**src/rtl/ldm_stm_pkg.sv**
```systemverilog
// Shared types and constants for the LDM/STM multi-register sequencer.
package ldm_stm_pkg;

    typedef enum logic [2:0] {
        IDLE,
        SETUP,
        XFER,
        WB,
        DONE
    } state_t;

    // Addressing modes, indexed by {P,U}
    localparam logic [1:0] MODE_DA = 2'b00;
    localparam logic [1:0] MODE_IA = 2'b01;
    localparam logic [1:0] MODE_DB = 2'b10;
    localparam logic [1:0] MODE_IB = 2'b11;

    // Instruction word bit positions
    localparam int L_BIT = 20;
    localparam int W_BIT = 21;
    localparam int U_BIT = 23;
    localparam int P_BIT = 24;

    // Control bits captured from IR when a transfer is accepted
    typedef struct packed {
        logic p;
        logic u;
        logic w;
        logic l;
    } ctrl_t;

endpackage

```
**src/rtl/reg_list_scan.sv**
```systemverilog
// Combinational scan of a register list: lowest set index, any-set flag, popcount.
module reg_list_scan #(
    parameter int NREGS = 16,
    parameter int IDX_W = $clog2(NREGS)
) (
    input  logic [NREGS-1:0] list,
    output logic [IDX_W-1:0] low_idx,
    output logic             any_set,
    output logic [IDX_W:0]   pop_cnt
);

    // Priority scan from the top down so the lowest set bit is the last writer
    always_comb begin
        low_idx = '0;
        pop_cnt = '0;
        any_set = |list;
        for (int i = NREGS - 1; i >= 0; i--) begin
            if (list[i]) low_idx = IDX_W'(i);
        end
        for (int i = 0; i < NREGS; i++) begin
            pop_cnt = pop_cnt + (IDX_W + 1)'(list[i]);
        end
    end

endmodule

```
**src/rtl/ldm_stm_sequencer.sv**
```systemverilog
// LDM/STM sequencer: walks the latched register list low-to-high, issuing one
// MOC-handshaked word access per register, with optional base writeback.
module ldm_stm_sequencer
    import ldm_stm_pkg::*;
#(
    parameter int NREGS       = 16,
    parameter int ADDR_W      = 32,
    parameter int IDX_W       = 4,
    parameter int WORD_BYTES  = 4,
    parameter int MOC_TIMEOUT = 255
) (
    input  logic              Clk,
    input  logic              Reset,
    input  logic              Start,
    input  logic [31:0]       IR,
    input  logic [ADDR_W-1:0] Base,
    input  logic              MOC,
    output logic              MemEn,
    output logic              MemRW,
    output logic [ADDR_W-1:0] MemAddr,
    output logic [IDX_W-1:0]  RegIdx,
    output logic              RegRdEn,
    output logic              RegWrEn,
    output logic              WbEn,
    output logic [ADDR_W-1:0] WbValue,
    output logic              Busy,
    output logic              Done,
    output logic              Abort
);

    // Counter only needs to reach MOC_TIMEOUT-1: abort fires in the cycle
    // that would make it MOC_TIMEOUT.
    localparam int                CNT_W   = (MOC_TIMEOUT > 1) ? $clog2(MOC_TIMEOUT) : 1;
    localparam logic [CNT_W-1:0]  TO_LAST = CNT_W'((MOC_TIMEOUT > 0) ? MOC_TIMEOUT - 1 : 0);
    localparam logic [ADDR_W-1:0] STRIDE  = ADDR_W'(WORD_BYTES);

    state_t             state_q, state_d;
    ctrl_t              ctrl_q;
    logic [NREGS-1:0]   list_q;
    logic [ADDR_W-1:0]  base_q, addr_q, wb_q;
    logic [CNT_W-1:0]   cnt_q;

    logic [IDX_W-1:0]   low_idx;
    logic               any_set;
    logic [IDX_W:0]     pop_cnt;
    logic [NREGS-1:0]   list_rem;
    logic [ADDR_W-1:0]  span, start_addr, wb_calc;
    logic               timeout_hit;

    logic unused_ir;
    assign unused_ir = ^IR;

    reg_list_scan #(.NREGS(NREGS), .IDX_W(IDX_W)) u_scan (
        .list    (list_q),
        .low_idx (low_idx),
        .any_set (any_set),
        .pop_cnt (pop_cnt)
    );

    assign list_rem    = list_q & ~(NREGS'(1) << low_idx);
    assign timeout_hit = (MOC_TIMEOUT != 0) && (cnt_q == TO_LAST);

    // First-transfer address and writeback value from the latched base and count
    always_comb begin
        span       = ADDR_W'(pop_cnt) * STRIDE;
        start_addr = base_q - span;
        case ({ctrl_q.p, ctrl_q.u})
            MODE_IA: start_addr = base_q;
            MODE_IB: start_addr = base_q + STRIDE;
            MODE_DA: start_addr = base_q - span + STRIDE;
            default: start_addr = base_q - span;
        endcase
        wb_calc = ctrl_q.u ? (base_q + span) : (base_q - span);
    end

    // State register
    always_ff @(posedge Clk) begin
        if (Reset) state_q <= IDLE;
        else       state_q <= state_d;
    end

    // Datapath: request latch, address walk, list consumption, MOC wait counter
    always_ff @(posedge Clk) begin
        if (Reset) begin
            ctrl_q <= '0;
            list_q <= '0;
            base_q <= '0;
            addr_q <= '0;
            wb_q   <= '0;
            cnt_q  <= '0;
        end else begin
            case (state_q)
                IDLE: begin
                    cnt_q <= '0;
                    if (Start) begin
                        ctrl_q <= '{p: IR[P_BIT], u: IR[U_BIT], w: IR[W_BIT], l: IR[L_BIT]};
                        list_q <= IR[NREGS-1:0];
                        base_q <= Base;
                    end
                end
                SETUP: begin
                    addr_q <= start_addr;
                    wb_q   <= wb_calc;
                    cnt_q  <= '0;
                end
                XFER: begin
                    if (MOC) begin
                        list_q <= list_rem;
                        addr_q <= addr_q + STRIDE;
                        cnt_q  <= '0;
                    end else begin
                        cnt_q  <= cnt_q + CNT_W'(1);
                    end
                end
                default: cnt_q <= '0;
            endcase
        end
    end

    // Next state and outputs; everything idles at zero outside its own state
    always_comb begin
        state_d = state_q;
        MemEn   = 1'b0;
        MemRW   = 1'b0;
        MemAddr = '0;
        RegIdx  = '0;
        RegRdEn = 1'b0;
        RegWrEn = 1'b0;
        WbEn    = 1'b0;
        WbValue = '0;
        Done    = 1'b0;
        Abort   = 1'b0;
        Busy    = (state_q != IDLE);
        case (state_q)
            IDLE:  if (Start) state_d = SETUP;
            SETUP: state_d = any_set ? XFER : DONE;
            XFER: begin
                MemEn   = 1'b1;
                MemRW   = ctrl_q.l;
                MemAddr = addr_q;
                RegIdx  = low_idx;
                RegRdEn = !ctrl_q.l;
                if (MOC) begin
                    RegWrEn = ctrl_q.l;
                    if (!(|list_rem)) state_d = ctrl_q.w ? WB : DONE;
                end else if (timeout_hit) begin
                    Abort   = 1'b1;
                    state_d = IDLE;
                end
            end
            WB: begin
                WbEn    = 1'b1;
                WbValue = wb_q;
                state_d = DONE;
            end
            DONE: begin
                Done    = 1'b1;
                state_d = IDLE;
            end
            default: state_d = IDLE;
        endcase
    end

endmodule
```
**config.mk**
```make
export PLATFORM = sky130hd
export DESIGN_NAME = ldm_stm_sequencer
export DESIGN_NICKNAME = d
export VERILOG_FILES = /design/src/rtl/ldm_stm_pkg.sv /design/src/rtl/reg_list_scan.sv /design/src/rtl/ldm_stm_sequencer.sv
export SDC_FILE = /design/constraint.sdc
export NUM_CORES = 1
export LEC_CHECK = 0
export CORE_MARGIN = 1
export CORE_UTILIZATION = 45
export CTS_BUF_LIST = sky130_fd_sc_hd__clkbuf_16
export DETAILED_ROUTE_END_ITERATION = 8
export PLACE_DENSITY = 0.74
export REMOVE_ABC_BUFFERS = 1
export SYNTH_ARGS = -nofsm -noshare
export SYNTH_HDL_FRONTEND = slang
export SYNTH_SLANG_ARGS = --single-unit
```
**constraint.sdc**
```tcl
create_clock -name Clk -period 11.49 [get_ports Clk]
set_input_delay 2.298 -clock Clk [delete_from_list [all_inputs] [get_ports Clk]]
set_output_delay 2.298 -clock Clk [all_outputs]
set_load 0.02 [all_outputs]
```
Yosys cells after proc, flatten, opt, wreduce, memory -nomap -nowiden
Index checks and enable logic that the tools add are counted.
{"block": "totals", "regBits": 127, "in_bits": 68, "rom_bits": 0, "ramBits": 0, "mem_count": 0, "latchBits": 0}
{"block": "classes", "n_mul": 0, "shifts": 1, "n_reduce_logical": 13, "eq_ne": 11, "n_bitwise": 3, "n_lt_le_gt_ge": 0, "n_addsub": 21, "muxes": 43, "n_div": 0}
{"op": "$mux 32", "count": 4}
{"op": "$add 32x3->32 const B", "count": 3}
{"op": "$pmux 32 s3", "count": 1}
{"op": "$add 5x1->5", "count": 14}
{"op": "$mux 4", "count": 17}
{"op": "$pmux 32 s2", "count": 1}
{"op": "$add 32x7->32", "count": 1}
{"op": "$mux 16", "count": 2}
{"op": "$pmux 16 s2", "count": 1}
{"op": "$reduce_or 16->1", "count": 2}
{"op": "$sub 32x7->32", "count": 1}
{"op": "$mux 3", "count": 6}
{"op": "$and 16x16->16", "count": 1}
{"op": "$not 16->16", "count": 1}
{"op": "$shl 1x4->16 const A", "count": 1}
{"op": "$pmux 3 s4", "count": 1}
{"op": "$mux 1", "count": 10}
{"op": "$add 8x1->8 const B", "count": 1}
{"op": "$eq 8x8->1 const B", "count": 1}
{"op": "$eq 3x2->1 const B", "count": 2}
{"op": "$ne 3x3->1 const B", "count": 2}
{"op": "$reduce_and 3->1", "count": 2}
{"op": "$ne 2x2->1 const B", "count": 2}
{"op": "$reduce_and 2->1", "count": 2}
{"op": "other kinds (12)", "count": 13}

Depth between registers and ports, before layout
Gate-level depths: netlist of the first run.
{"block": "logic_depth", "ltp_word": 23, "depth_mapped": 29, "mapped_depth_nobuf": 26}

Hierarchy
A second synthesis of the first run with hierarchy kept.
{"block": "hier_totals", "cells_unflattened": 1490, "area_unflattened_um2": 10223.6}
{"mod": "ldm_stm_sequencer", "cells_each": 1417, "n_inst": 1, "area_each_um2": 9654.3}
{"mod": "reg_list_scan", "cells_each": 73, "n_inst": 1, "area_each_um2": 569.3}

Least setup slack after synthesis of the first run
OpenSTA, ideal clock, no wires.
{"block": "synth_timing", "path_type": "register to register", "start": "reg list_q[1]", "end": "reg addr_q[20]", "setup_slack_ns": 4.791, "arrival_ns": 6.567, "period_less_slack_ns": 6.699, "stages_incl_launch_ff": 22, "required_time_ns": 11.358, "setup_time_ns": 0.132, "cell_sequence": "dfxtp_1 > clkbuf_1 > inv_1 > ha_1 > inv_1 > fa_1 > fa_1 > fa_1 > fa_1 > fa_1 > fa_1 > inv_1 > fa_1 > nor2_2 > o311a_1 > nor3_1 > a2111o_1 > a2111o_1 > or4b_1 > and4_1 > o31ai_1 > a21oi_1"}
{"block": "synth_between", "elab_chain_cells": 19}
{"element": "from (decl)", "line_no": "ldm_stm_sequencer.sv:39", "rtl": "logic [NREGS-1:0] list_q;"}
{"element": "from (signal assigned)", "line_no": "ldm_stm_sequencer.sv:97", "rtl": "list_q <= IR[NREGS-1:0];"}
{"element": "from (signal assigned)", "line_no": "ldm_stm_sequencer.sv:108", "rtl": "list_q <= list_rem;"}
{"element": "$add 1x1->2 (*)", "line_no": "reg_list_scan.sv:21", "rtl": "pop_cnt = pop_cnt + (IDX_W + 1)'(list[i]);"}
{"element": "$add 5x1->5 (*) (14 in a row)", "line_no": "reg_list_scan.sv:21"}
{"element": "$sub 32x7->32 (*)", "line_no": "ldm_stm_sequencer.sv:70, ldm_stm_sequencer.sv:71"}
{"element": "$add 32x3->32", "line_no": "ldm_stm_sequencer.sv:70", "rtl": "MODE_DA: start_addr = base_q - span + STRIDE;"}
{"element": "$pmux 32 s3 (*)", "line_no": "ldm_stm_sequencer.sv:67", "rtl": "case ({ctrl_q.p, ctrl_q.u})"}
{"element": "$pmux 32 s2 (*)", "line_no": "ldm_stm_sequencer.sv:92", "rtl": "case (state_q)"}
{"element": "to (signal assigned)", "line_no": "ldm_stm_sequencer.sv:102", "rtl": "addr_q <= start_addr;"}
{"element": "to (signal assigned)", "line_no": "ldm_stm_sequencer.sv:109", "rtl": "addr_q <= addr_q + STRIDE;"}
{"element": "to (decl)", "line_no": "ldm_stm_sequencer.sv:40", "rtl": "logic [ADDR_W-1:0] base_q, addr_q, wb_q;"}
Mark *: on every way between the ends. The rest lies on a longest branch, timed or not.
A chain may end at the register's enable or synchronous reset.

Worst setup path after layout of the first run
{"block": "layout_timing", "start": "reg list_q[0]", "end": "reg addr_q[20]"}
The elaborated chain is that of the path after synthesis.

==> qor.yml, run 1 <==
placed_design:
  dpl.hpwl_um: 24900
  gp_congestion: 0.921
  portBuffers: 131
clock_network:
  clock_sinks: 127
  cts_root_buffer: "clkbuf_16"
  numCtsBuffers: 17
  clk_latency_ps: 430
  cts.clk_slew.worst_paths_ps: 60
  cts_tree: "yes"
  ctsHoldBuffers: 0
  htree_levels: 4
  postCtsSetupBuffers: 0
  clock_path_buffers: 2
  post_cts_resized: 0
routing:
  initialDrtViolationCount: 1116
  vias_per_cell: 6.13
  routed_wl_um: 35200
  vias: 11494
  drtPass1Iterations: 5
  antenna_left: 0
  drc_errors: 0
  wire_per_inst_um: 18.8
sta:
  worst_pin_slew_ps: 1090
  finalSetupViolCount: 0
  drv_slew: 0
  hold_viol_final: 0
  skew_ps: 11.8
  rsz0062_at_grt: "no"
  finalCriticalPeriod_ps: 7750
  relSlewSlack_pct: 27.2
  whs_ps: 448
  min_period_over_period_pct: 67.5
  fmax_mhz: 129
  tns_ps: 0
cells_and_area:
  layout_commonest_cell: "nand2_1"
  antenna_cells: 0
  nets: 1655
  nFillCells: 2249
  area_growth_pct: 18.7
  mostFrequentLayoutCells: "nand2_1 (234), a21oi_1 (168), clkdlybuf4s50_1 (130)"
  drive_gt1_share_pct: 5.89
floorplanning:
  die_w_um: 155
  die_h_um: 155
  dieArea_sq_um: 24200
  core_sq_um: 22800
  ioPinCount: 144
  start_util_pct: 46.4
  rows: 55
setup_path:
  critPathRequiredTime_ps: 11770
  crit_path_start_kind: "flop"
  path_cells: "inv_1 > ha_1 > inv_1 > fa_1 > fa_1 > fa_1 > fa_1 > fa_1 > fa_1 > nor2b_1 > o21a_1 > ha_1 > nor3_1 > nor2b_1 > nor3_1 > o41ai_1 > o22ai_2 > or4b_1 > and4_1 > o31ai_1 > a21oi_1"
  cp_common_cell: "fa_1"
  cp-end-kind: "flop"
  path_max_fanout: 9
  arrival_ps: 8030
  crit_type: "reg2reg"
  cp_slowest_stage_delay_ps: 660
  critPathSlowestCell: "nor2b_1"
logic_synthesis:
  avgSynthCellArea_sq_um: 7.08
  synth-simple-area-share_pct: 31.1
  synth_top_family_by_area: "simple AND/OR/NAND/NOR gates"
  synth_edf_count: 0
  synth_ff_type: "dfxtp_1"
  synthArstFlopShare_pct: 0
  ys_warn_count: 0
  synthAdderAreaFrac_pct: 5.22
  syn_inst: 1497
  muxShareOfSynthArea_pct: 1.06
  syn_area_sq_um: 10600
  synth_compound_area_share_pct: 25.6
  synth_xor_area_share_pct: 6.94
  yosysSeqAreaShare_pct: 24.0
  synth_cell_types: 97
  yosys_register_bits: 127
run_status:
  outcome: "finished, final reports clean"
global_route:
  grt_start_max_net_pins: 69
  grt_pass1_vias: 10612
  antenna_found_initial: 0
  grt_use_total_pct: 29.4
  grt_pass1_wl_um: 57000
  gr-total-overflow: 0
power_and_ir_drop:
  powerDensity_nw_per_um2: 279
  p_leak_uw: 0.00445
  ir_worst_vdd_mv: 0.172
flow_run:
  drv_cap: 0
worst_hold_path:
  hold_path.class: "reg2reg"
-- per-stage QoR --
step | total power (uW) | area, sq um | worst slack, ps | instances | util (%)
2_1_floorplan | 2300 | 10100 | 4880 | 1383 | -
3_3_place_gp | 2880 | 12000 | 3950 | 1844 | 52.4
3_5_place_dp | 2910 | 12000 | 3900 | 1844 | 52.4
4_1_cts | 3490 | 12600 | 3820 | 1876 | 55.0
5_1_grt | 3770 | 12600 | 3480 | 1876 | 55.0
6_report | 3510 | 12600 | 3740 | 1876 | 55.0
-- final timing paths --
check	start	to	slack, ps	cells past startpoint
hold / removal	wb_q[27]	wb_q[27]	450	2
hold reg to reg	wb_q[27]	wb_q[27]	450	2
setup reg to reg	list_q[0]	addr_q[20]	3740	21
setup / recovery	list_q[0]	addr_q[20]	3740	21
-- logic make-up after synthesis --
kind of cell,Yosys count
AOI/OAI and AO/OA,417
xor gates and xnor gates,84
adders and majority gates,37
buffers and inverters,163
DFF,127
muxes,11
and+or+nand+nor,658
-- where the power goes --
group	internal, uW	total [uW]	switching, uW
Sequential	537	680	143
Clock	340	565	225
Combinational	840	2270	1430
Total	1720	3510	1800
-- state kept, by name, summed over array words and instances, names as in the netlist --
register	cells
state_q	3
addr_q	32
cnt_q	8
base_q	32
list_q	16
wb_q	32
ctrl_q	4
-- layout make-up --
cell class | instances | area, sq um | share of cell area [%]
Multi-Input combinational cell | 1207 | 7430 | 59.0
Tap cell | 313 | 392 | 3.11
Inverter | 49 | 184 | 1.46
Clock buffer | 17 | 425 | 3.38
Sequential cell | 127 | 2540 | 20.2
Clock inverter | 15 | 170 | 1.35
Timing Repair Buffer | 148 | 1440 | 11.4
-- cell usage after synthesis (all sizes together) (5+ instances only) --
cell,n,area (sq um)
nand2,235,882
a21oi,168,841
dfxtp,127,2540
nor2,124,487
clkbuf,94,353
o21ai,74,374
xnor2,61,534
nor3,51,282
and3,48,300
inv,47,176
nand3,47,245
and2,36,225
nor4,31,246
ha,25,313
xor2,23,201
nand4,22,159
a31oi,21,131
a211oi,20,170
buf,20,100
or3,15,93.8
fa,12,240
a21o,10,75.1
nand2b,10,65.1
o31ai,10,75.1
mux2i,9,90.1
o211ai,9,67.6
a2111o,8,90.1
o221ai,8,70.1
o22ai,8,56.3
a2111oi,7,73.8
a221oi,7,61.3
a41oi,7,61.3
nor2b,6,37.5
o21a,6,45.0
o311ai,6,70.1
nand3b,5,37.5
or4,5,37.5
-- critical path, delay by kind of cell, from the launching register on --
kind | cells | cell delay [ps]
fa+ha+maj | 8 | 3360
simple gates | 6 | 2130
compound gates | 5 | 1440
flops | 1 | 450
buf+inv | 2 | 210
-- per-layer routing --
metal	wire, um	vias up	part of all wire (%)	track usage [%]
met5	0	-	0	0
met4	1200	0	3.4	11.8
met3	2560	82	7.3	3.96
met2	16700	523	47	48.7
met1	14800	5417	42	38.5
li1	-	5472	-	-
(Power assumes the default switching activity.)
==> run 2, diff against run 1 <==
Settings changed: PLACE_DENSITY 0.74 to 0.76.
Clock period 11.49 ns to 6.4 ns, I/O delays scaled along.
==> run 2 against run 1 <==
The flow now finishes with violations (negative setup slack). Largest power group unchanged. Die area is the same. Core utilization grew 7.0 points. Critical path type unchanged. Clock power grew 82%. Fmax grew 18%. Global-route usage grew 2.2 points. Cell count grew 7.4%. First-iteration DRC count shrank 11%.
==> qor.yml, run 2 (synthesis results as in run 1) <==
power_and_ir_drop:
  switching_share_pct: 47.4  # -3.7 points
  ir_worst_vdd_mv: 0.381  # +120%
  power_frac_seq_pct: 15.3  # -4.0 points
  powerDensity_nw_per_um2: 560  # +100%
  p_leak_uw: 0.00527  # +18%
  p_total_uw: 7940  # +130%
  p_comb_share_pct: 71.7  # +7.1 points
  power_frac_clock_pct: 12.9  # -3.2 points
  intPower_uw: 4170  # +140%
  p_sw_uw: 3760  # +110%
setup_path:
  rrSetupSlack_ps: -150  # -3880 ps
  critPathRequiredTime_ps: 6690  # -5080 ps
  crit_type: "reg2reg"
  path_max_fanout: 4  # -5
  path_cells: "inv_2 > ha_4 > inv_2 > fa_1 > fa_2 > fa_1 > fa_1 > fa_2 > fa_2 > inv_2 > fa_2 > nor2_4 > o311a_4 > nand4b_1 > o221a_2 > a2111o_1 > or4b_4 > and4_1 > o31ai_2 > buf_4 > a21oi_2"
  arrival_ps: 6830  # -1200 ps
  critPathSlowestCell: "fa_2"
  crit_path_start_kind: "flop"
  cp-end-kind: "flop"
  cp_common_cell: "fa_2"
  cp_slowest_stage_delay_ps: 550  # -110 ps
floorplanning:
  core_sq_um: 22800  # unchanged
  start_util_pct: 46.4  # unchanged
  dieArea_sq_um: 24200  # unchanged
  die_h_um: 155  # unchanged
  ioPinCount: 144  # unchanged
  rows: 55  # unchanged
  die_w_um: 155  # unchanged
flow_run:
  drv_cap: 0  # unchanged
sta:
  finalCriticalPeriod_ps: 6550  # -1210 ps
  worst_pin_slew_ps: 1260  # +167 ps
  fmax_mhz: 153  # +18%
  rsz0062_at_grt: "yes"
  worst_slack_ps: -145  # -3880 ps
  hold_viol_final: 0  # unchanged
  finalSetupViolCount: 9  # +9
  skew_ps: 11.1  # -0.740 ps
  relSlewSlack_pct: 15.7  # -11 points
  min_period_over_period_pct: 102  # +35 points
  drv_slew: 0  # unchanged
clock_network:
  clock_sinks: 127  # unchanged
  numCtsBuffers: 17  # unchanged
  cts_tree: "yes"
  clock_path_buffers: 2  # unchanged
  ctsHoldBuffers: 0  # unchanged
  cts_root_buffer: "clkbuf_16"
  cts.clk_slew.worst_paths_ps: 60  # about the same
  htree_levels: 4  # unchanged
  clk_latency_ps: 440  # about the same
routing:
  wire_per_inst_um: 19.1  # +1.5%
  vias_per_cell: 6.05  # -1.3%
  drtPass1Iterations: 9  # +4
  antenna_left: 0  # unchanged
  drc_errors: 0  # unchanged
  routed_wl_um: 38400  # +9.0%
  vias: 12180  # +6.0%
  initialDrtViolationCount: 997  # -11%
run_status:
  violations: "negative setup slack"
  outcome: "finished with violations"
global_route:
  grt_start_max_net_pins: 73  # +5.8%
  grt_use_total_pct: 31.6  # +2.2 points
  grt_pass1_wl_um: 60700  # +6.5%
  gr-total-overflow: 0  # unchanged
  grt_pass1_vias: 11700  # +10%
  antenna_found_initial: 0  # unchanged
cells_and_area:
  multiInputGateArea_sq_um: 7950  # +7.0%
  stdcell_count: 2014  # +7.4%
  nets: 1793  # +8.3%
  drive_gt1_share_pct: 17.6  # +12 points
  mostFrequentLayoutCells: "nand2_1 (232), a21oi_1 (163), buf_4 (148)"
  nFillCells: 2080  # -7.5%
  antenna_cells: 0  # unchanged
  fin_util_pct: 62.0  # +7.0 points
  area_growth_pct: 33.8
  layout_commonest_cell: "nand2_1"
  largestRegisters: "addr_q: 32 flops, base_q: 32 flops, wb_q: 32 flops"
  seq_area_sq_um: 2540  # about the same
placed_design:
  dpl.hpwl_um: 26700  # +7.2%
  placedCellCount: 1967  # +6.7%
  portBuffers: 131  # unchanged
  gp_congestion: 0.949  # +3.1%
worst_hold_path:
  hold_path.class: "reg2reg"
-- run 2: worst paths after layout --
path,startpoint,endpoint,depth (start not counted)
max,list_q[1],addr_q[20],21
min,wb_q[27],wb_q[27],2
max reg2reg,list_q[1],addr_q[20],21
min reg2reg,wb_q[27],wb_q[27],2
-- run 2: repair_timing --
action,in CTS,in global routing
pin swaps,18,28
endpoints found under the setup margin,20,23
resized for setup,41,68
setup buffers,8,8
-- run 2: cell type report --
cell class                      count  share of cell area [%]
Clock buffer                       17                    3.00
Clock inverter                     15                    1.25
Inverter                           49                    1.30
Multi-Input combinational cell   1207                    56.1
Sequential cell                   127                    18.0
Tap cell                          313                    2.76
Timing Repair Buffer              286                    17.7
-- run 2: per-layer routing --
| metal | wire length, um | global-route usage (%) | share of wire (%) | vias up |
|---|---|---|---|---|
| met5 | 0 | 0 | 0 | - |
| met2 | 18600 | 53.4 | 48 | 529 |
| met4 | 1600 | 15.7 | 4.2 | 0 |
| li1 | - | - | - | 5749 |
| met1 | 15400 | 38.2 | 40 | 5783 |
| met3 | 2870 | 6.18 | 7.5 | 119 |
-- run 2: power by group through the flow --
stage / clock (uW) / combinational [uW] / sequential [uW]
after CTS: 1030 / 5280 / 1210
after floorplan: 0 / 2970 / 1160
after global routing: 1070 / 6140 / 1250
after detailed placement: 0 / 4960 / 1220
after global placement: 0 / 4880 / 1210
final: 1030 / 5690 / 1220
-- run 2: per-stage QoR --
stage | cell area [sq um] | hold WS [ps] | setup WS (ps) | TNS, ps
finish | 14200 | 445 | -145 | -645
global route | 14200 | 465 | -324 | -3390
CTS | 13700 | 446 | -115 | -269
detailed placement | 12900 | 440 | -359 | -3730
global placement | 12900 | 434 | -276 | -2100
floorplan | 10100 | 421 | -207 | -713
-- run 2: worst max-delay path: cells and delay by family (launching register included) --
family,cells,cell delay [ps]
flip-flops,1,330
AO/OA/AOI/OAI,5,1180
adder cells (fa/ha/maj),8,3500
buffers and inverters,4,310
AND/OR/NAND/NOR,4,1090
